<file path="src/rtl/clock_set_ctrl_pkg.sv">
// Shared definitions for the time-set controller: state/field encoding,
// per-field widths and wrap limits.
package clock_pkg;

  // State doubles as the edit_field encoding; SET_* states are consecutive
  // so "next field" is a plain increment.
  typedef enum logic [2:0] {
    ST_RUN       = 3'd0,
    ST_SET_HOUR  = 3'd1,
    ST_SET_MIN   = 3'd2,
    ST_SET_SEC   = 3'd3,
    ST_SET_DAY   = 3'd4,
    ST_SET_MONTH = 3'd5,
    ST_COMMIT    = 3'd6
  } state_t;

  localparam int SEC_W   = 6;
  localparam int MIN_W   = 6;
  localparam int HOUR_W  = 5;
  localparam int DAY_W   = 5;
  localparam int MONTH_W = 4;
  localparam int TMO_W   = 6;

  localparam logic [SEC_W-1:0]   SEC_MAX   = 6'd59;
  localparam logic [MIN_W-1:0]   MIN_MAX   = 6'd59;
  localparam logic [HOUR_W-1:0]  HOUR_MAX  = 5'd23;
  localparam logic [DAY_W-1:0]   DAY_MAX   = 5'd29;
  localparam logic [MONTH_W-1:0] MONTH_MAX = 4'd11;

endpackage

</file>
<file path="src/rtl/clock_set_ctrl_btn_edge.sv">
// Registers a debounced button level and flags its rising edge.
module btn_edge (
  input  logic clk,
  input  logic reset,
  input  logic level,
  output logic rise
);

  logic prev;

  // NOTE: sequential state uses non-blocking assignment so every flop
  // samples pre-edge values, independent of block ordering.
  always_ff @(posedge clk) begin
    if (reset) prev <= 1'b0;
    else       prev <= level;
  end

  assign rise = level & ~prev;

endmodule

</file>
<file path="src/rtl/clock_set_ctrl.sv">
// Time-set controller: walks MODE/INC edits through the time fields while
// the timekeeper is frozen, then commits them over a valid/ready load port.
module clock_set_ctrl
  import clock_pkg::*;
#(
  parameter int TIMEOUT_S = 30,
  parameter bit BLINK_EN  = 1'b1
) (
  input  logic               clk,
  input  logic               reset,
  input  logic               tick_1hz,
  input  logic               btn_mode,
  input  logic               btn_inc,
  input  logic [SEC_W-1:0]   cur_sec,
  input  logic [MIN_W-1:0]   cur_min,
  input  logic [HOUR_W-1:0]  cur_hour,
  input  logic [DAY_W-1:0]   cur_day,
  input  logic [MONTH_W-1:0] cur_month,
  output logic               run_en,
  output logic               ld_valid,
  input  logic               ld_ready,
  output logic [SEC_W-1:0]   ld_sec,
  output logic [MIN_W-1:0]   ld_min,
  output logic [HOUR_W-1:0]  ld_hour,
  output logic [DAY_W-1:0]   ld_day,
  output logic [MONTH_W-1:0] ld_month,
  output logic [2:0]         edit_field,
  output logic               blink
);

  localparam logic [TMO_W-1:0] TMO_LAST = TMO_W'(TIMEOUT_S - 1);

  state_t           state;
  logic [TMO_W-1:0] tmo_cnt;
  logic             mode_edge;
  logic             inc_edge;

  btn_edge u_mode_edge (.clk(clk), .reset(reset), .level(btn_mode), .rise(mode_edge));
  btn_edge u_inc_edge  (.clk(clk), .reset(reset), .level(btn_inc),  .rise(inc_edge));

  // Values outside the legal range also fold back to zero.
  function automatic logic [5:0] inc_wrap(input logic [5:0] val, input logic [5:0] max);
    return (val >= max) ? 6'd0 : val + 6'd1;
  endfunction

  assign edit_field = state;

  always_ff @(posedge clk) begin
    if (reset) begin
      state    <= ST_RUN;
      run_en   <= 1'b1;
      ld_valid <= 1'b0;
      ld_sec   <= '0;
      ld_min   <= '0;
      ld_hour  <= '0;
      ld_day   <= '0;
      ld_month <= '0;
      tmo_cnt  <= '0;
      blink    <= 1'b1;
    end else begin
      case (state)
        ST_RUN: begin
          if (mode_edge) begin
            ld_sec   <= cur_sec;
            ld_min   <= cur_min;
            ld_hour  <= cur_hour;
            ld_day   <= cur_day;
            ld_month <= cur_month;
            state    <= ST_SET_HOUR;
            run_en   <= 1'b0;
            tmo_cnt  <= '0;
            blink    <= 1'b1;
          end
        end

        ST_SET_HOUR, ST_SET_MIN, ST_SET_SEC, ST_SET_DAY, ST_SET_MONTH: begin
          if (mode_edge) begin
            // MODE wins over a coincident INC; SET_MONTH + 1 is COMMIT.
            state   <= state_t'(state + 3'd1);
            tmo_cnt <= '0;
            blink   <= 1'b1;
            if (state == ST_SET_MONTH) ld_valid <= 1'b1;
          end else if (inc_edge) begin
            case (state)
              ST_SET_HOUR:  ld_hour  <= HOUR_W'(inc_wrap(6'(ld_hour), 6'(HOUR_MAX)));
              ST_SET_MIN:   ld_min   <= inc_wrap(ld_min, MIN_MAX);
              ST_SET_SEC:   ld_sec   <= inc_wrap(ld_sec, SEC_MAX);
              ST_SET_DAY:   ld_day   <= DAY_W'(inc_wrap(6'(ld_day), 6'(DAY_MAX)));
              default:      ld_month <= MONTH_W'(inc_wrap(6'(ld_month), 6'(MONTH_MAX)));
            endcase
            tmo_cnt <= '0;
            if (tick_1hz) blink <= BLINK_EN ? ~blink : 1'b1;
          end else if (tick_1hz) begin
            if (tmo_cnt == TMO_LAST) begin
              state   <= ST_RUN;
              run_en  <= 1'b1;
              tmo_cnt <= '0;
              blink   <= 1'b1;
            end else begin
              tmo_cnt <= tmo_cnt + 1'b1;
              blink   <= BLINK_EN ? ~blink : 1'b1;
            end
          end
        end

        ST_COMMIT: begin
          if (ld_ready) begin
            ld_valid <= 1'b0;
            state    <= ST_RUN;
            run_en   <= 1'b1;
          end
        end

        default: begin
          state    <= ST_RUN;
          run_en   <= 1'b1;
          ld_valid <= 1'b0;
          blink    <= 1'b1;
        end
      endcase
    end
  end

endmodule

</file>
<file path="config.mk">
export PLATFORM = sky130hd
export DESIGN_NAME = clock_set_ctrl
export DESIGN_NICKNAME = d
export VERILOG_FILES = /design/src/rtl/clock_set_ctrl_pkg.sv /design/src/rtl/clock_set_ctrl_btn_edge.sv /design/src/rtl/clock_set_ctrl.sv
export SDC_FILE = /design/constraint.sdc
export NUM_CORES = 1
export LEC_CHECK = 0
export ABC_AREA = 1
export BUFFER_PORTS_ARGS = -buffer_cell sky130_fd_sc_hd__buf_2
export CORE_AREA = 2 2 71 73
export DETAILED_ROUTE_END_ITERATION = 10
export DIE_AREA = 0 0 73 75
export PLACE_DENSITY = 0.95
export SKIP_CTS_REPAIR_TIMING = 1
export SLEW_MARGIN = 20
export SYNTH_ARGS = -nofsm -noshare
export SYNTH_HDL_FRONTEND = slang
export SYNTH_SLANG_ARGS = --single-unit
</file>
<file path="constraint.sdc">
create_clock -name clk -period 3.8 [get_ports clk]
set_input_delay 0.57 -clock clk [delete_from_list [all_inputs] [get_ports clk]]
set_output_delay 0.57 -clock clk [all_outputs]
set_load 0.1 [all_outputs]
</file>
==> impl_metrics.tcl <==
set metrics [dict create \
    startpoint "edit_field[0]" \
    ys_seq_elements 40 \
    start_util_pct 57.37 \
    grt_pass1_wl_mm 10.52 \
    skew_ps 5.742 \
    routed_via_density 5.174 \
    grt_use_total_pct 24.27 \
    fp.dieArea_um2 5475 \
    p_clk_share_pct 10.1 \
    ys_warn_count 0 \
    regArea_um2 800.8 \
    rr_startpoint "edit_field[0]" \
    dieWidth_um 73 \
    clk_latency_ps 300 \
    wire_per_inst_um 11.86 \
    grt_remaining_overflow 0 \
    yosysUniqueCellTypes 24 \
    cts_tree "built" \
    r2r_end "ld_sec[2]" \
    use_met2_pct 43.84 \
    synth.net_count 482 \
    dr.pass1.iters 6 \
    cts.sinks 40 \
    gp_congestion 0.8880 \
    finalNetCount 542 \
    synthToLayoutAreaGrowth_pct 15.16 \
    nFillCells 409 \
    n_antenna_cell 0 \
    arrival_ps 2710 \
    busiest_layer "met2" \
    dpl.hpwl_mm 4.639 \
    via_count 2856 \
    multi_input_area_um2 1622 \
    end_kind "flip-flop" \
    rsz0062_at_grt "false" \
    worstMarginPinSlew_ps 1026 \
    synth_area_um2 2674 \
    clkTransAtPathRegs_ps 80 \
    h-tree-depth 2 \
    worst_ir_drop_vdd_mv 0.4021 \
    period_minus_slack_ps 2483 \
    hp-class "reg -> reg" \
    powerDensity_nw_per_um2 960.5 \
    postSynthCellCount 437 \
    cts_buffer_depth 2 \
    drt-total-wl_mm 6.547 \
    place_inst 544 \
    power.switching_mw 1.827 \
    hold_depth 2 \
    ctsRootBufferMaster "clkbuf_8" \
    portBuffers 63 \
    antenna_found_initial 0 \
    coreArea_um2 4661 \
    postRouteAntennaNets 0 \
    crit_path_end "ld_sec[2]" \
    placed_area_um2 2989 \
    slew_violations 0 \
    fin_setup_tns_ps 0 \
    post-route-period-util_pct 65.33 \
    maxCapViolCount 0 \
    worstSetupStartpointType "flip-flop" \
    cp.required_ps 4030 \
    internal_power_mw 1.131 \
    fin_area_um2 3079 \
    fin_cells 552 \
    outcome "completed" \
    fp-row-count 25 \
    p_seq_share_pct 22.2 \
    setup-violations-final 0 \
    rr_worst_depth 9 \
    cts_buffers 5 \
    synth_area_per_cell_um2 6.119 \
    die_h_um 75 \
    grt_max_degree 33 \
    route.detailed.drc 0 \
    r2r_setup_slack_ps 1320 \
    drt-initial-drc-count 276 \
    synth-seq-area-share_pct 29.95 \
    fmax_mhz 402.8 \
    grt_pass1_vias 2508 \
    use_met3_pct 4.418 \
    p_comb_share_pct 67.7 \
    swShare_pct 61.76 \
    path_max_fanout 30 \
    grt_util_met1_pct 28.74 \
    drive_gt1_share_pct 16.87 \
    io_pins 64 \
    p_leak_nw 1.663 \
    hold_viol_final 0 \
    maxSlewHeadroom_pct 31.56 \
    crit_type "reg -> reg" \
]
-- power groups by stage --
| stage | Clock, mW | Combinational, mW | Sequential (mW) |
|---|---|---|---|
| 4_1_cts | 0.303 | 1.99 | 0.654 |
| 6_report | 0.299 | 2.00 | 0.657 |
| 3_5_place_dp | 0 | 1.97 | 0.662 |
| 3_3_place_gp | 0 | 1.92 | 0.655 |
| 2_1_floorplan | 0 | 1.01 | 1.36 |
| 5_1_grt | 0.318 | 2.19 | 0.671 |
-- logic make-up after synthesis --
family,share of synthesized area [%]
buffers and inverters,9.405
DFF,29.95
xor gates and xnor gates,3.931
adders and majority gates,6.083
and+or+nand+nor,43.00
AOI/OAI and AO/OA,7.628
-- metrics by stage --
stage               setup slack, ps  utilization, %  total power, mW  hold WS [ps]
CTS                            1352           66.07            2.946         477.0
floorplan                      1315               -            2.364         491.9
finish                         1317           66.07            2.958         487.6
global placement               1485           64.13            2.576         446.3
global route                   1075           66.07            3.178         492.1
detailed placement             1414           64.13            2.634         460.2
-- critical path: stages, from the launching register on --
cell and delay, ps:
dfxtp_1 430, inv_1 130, ha_1 270, nand2_1 160, nand3_4 250, inv_1 750, nand2_1 110, o21ai_0 110
nor2_1 70, nor2_1 130
-- layout by cell type, fill, tap and decap left out, drive strengths merged --
| master | netlist | routed |
|---|---|---|
| buf | 9 | 63 |
| dfxtp | 40 | 40 |
| o21ai | 32 | 32 |
| nor2 | 92 | 92 |
| nand3 | 35 | 35 |
| nand2 | 143 | 143 |
| xnor2 | 2 | 2 |
| xor2 | 10 | 10 |
| inv | 49 | 49 |
| a21oi | 3 | 3 |
| clkbuf | 1 | 8 |
| or2 | 2 | 2 |
| o21bai | 1 | 1 |
| nand4 | 4 | 4 |
| ha | 13 | 13 |
| o22ai | 1 | 1 |
-- layout make-up --
cell class	count	area share [%]
sequential	40	26.01
inverter	49	5.973
multi-input combinational	338	52.66
timing repair buffer	63	10.24
tap	54	2.194
clock buffer	8	2.926
-- how the worst min path moves through the flow --
stage                          start    endpoint
after CTS                     run_en      run_en
after global placement        run_en      run_en
after detailed placement      run_en      run_en
after global routing          run_en      run_en
final                         run_en      run_en
after floorplan           tmo_cnt[5]  tmo_cnt[5]
-- state kept, by name, summed over array words and instances, names as in the netlist, 3 cells and up --
signal,cells
edit_field,3
ld_sec,6
ld_min,6
tmo_cnt,6
ld_hour,5
ld_day,5
ld_month,4
-- metal layers --
metal | vias up | part of all wire [%] | routed length [um]
li1 | 1471 | - | -
met2 | 112 | 50 | 3243
met3 | 10 | 6.5 | 427
met1 | 1263 | 43 | 2787
met4 | 0 | 1.3 | 88
met5 | - | 0 | 0
-- cell usage after synthesis --
master      n  area share, %
nand2_1   141             20
nor2_1     91             13
inv_1      48            6.7
dfxtp_1    40             30
o21ai_0    31            5.8
nand3_1    28            5.2
ha_1       13            6.1
xor2_1     10            3.3
buf_2       6            1.1
nand3_2     6            2.2
nand4_1     4           0.94
buf_6       3            1.3
a21oi_1     2           0.37
nand2_2     2           0.47
or2_2       2           0.47
xnor2_1     2           0.66
a21oi_4     1           0.61
clkbuf_1    1           0.14
inv_2       1           0.14
nand3_4     1           0.66
nor2_4      1           0.42
o21ai_2     1           0.33
o21bai_1    1           0.28
o22ai_1     1           0.23
Power figures use the tool's default switching activity.
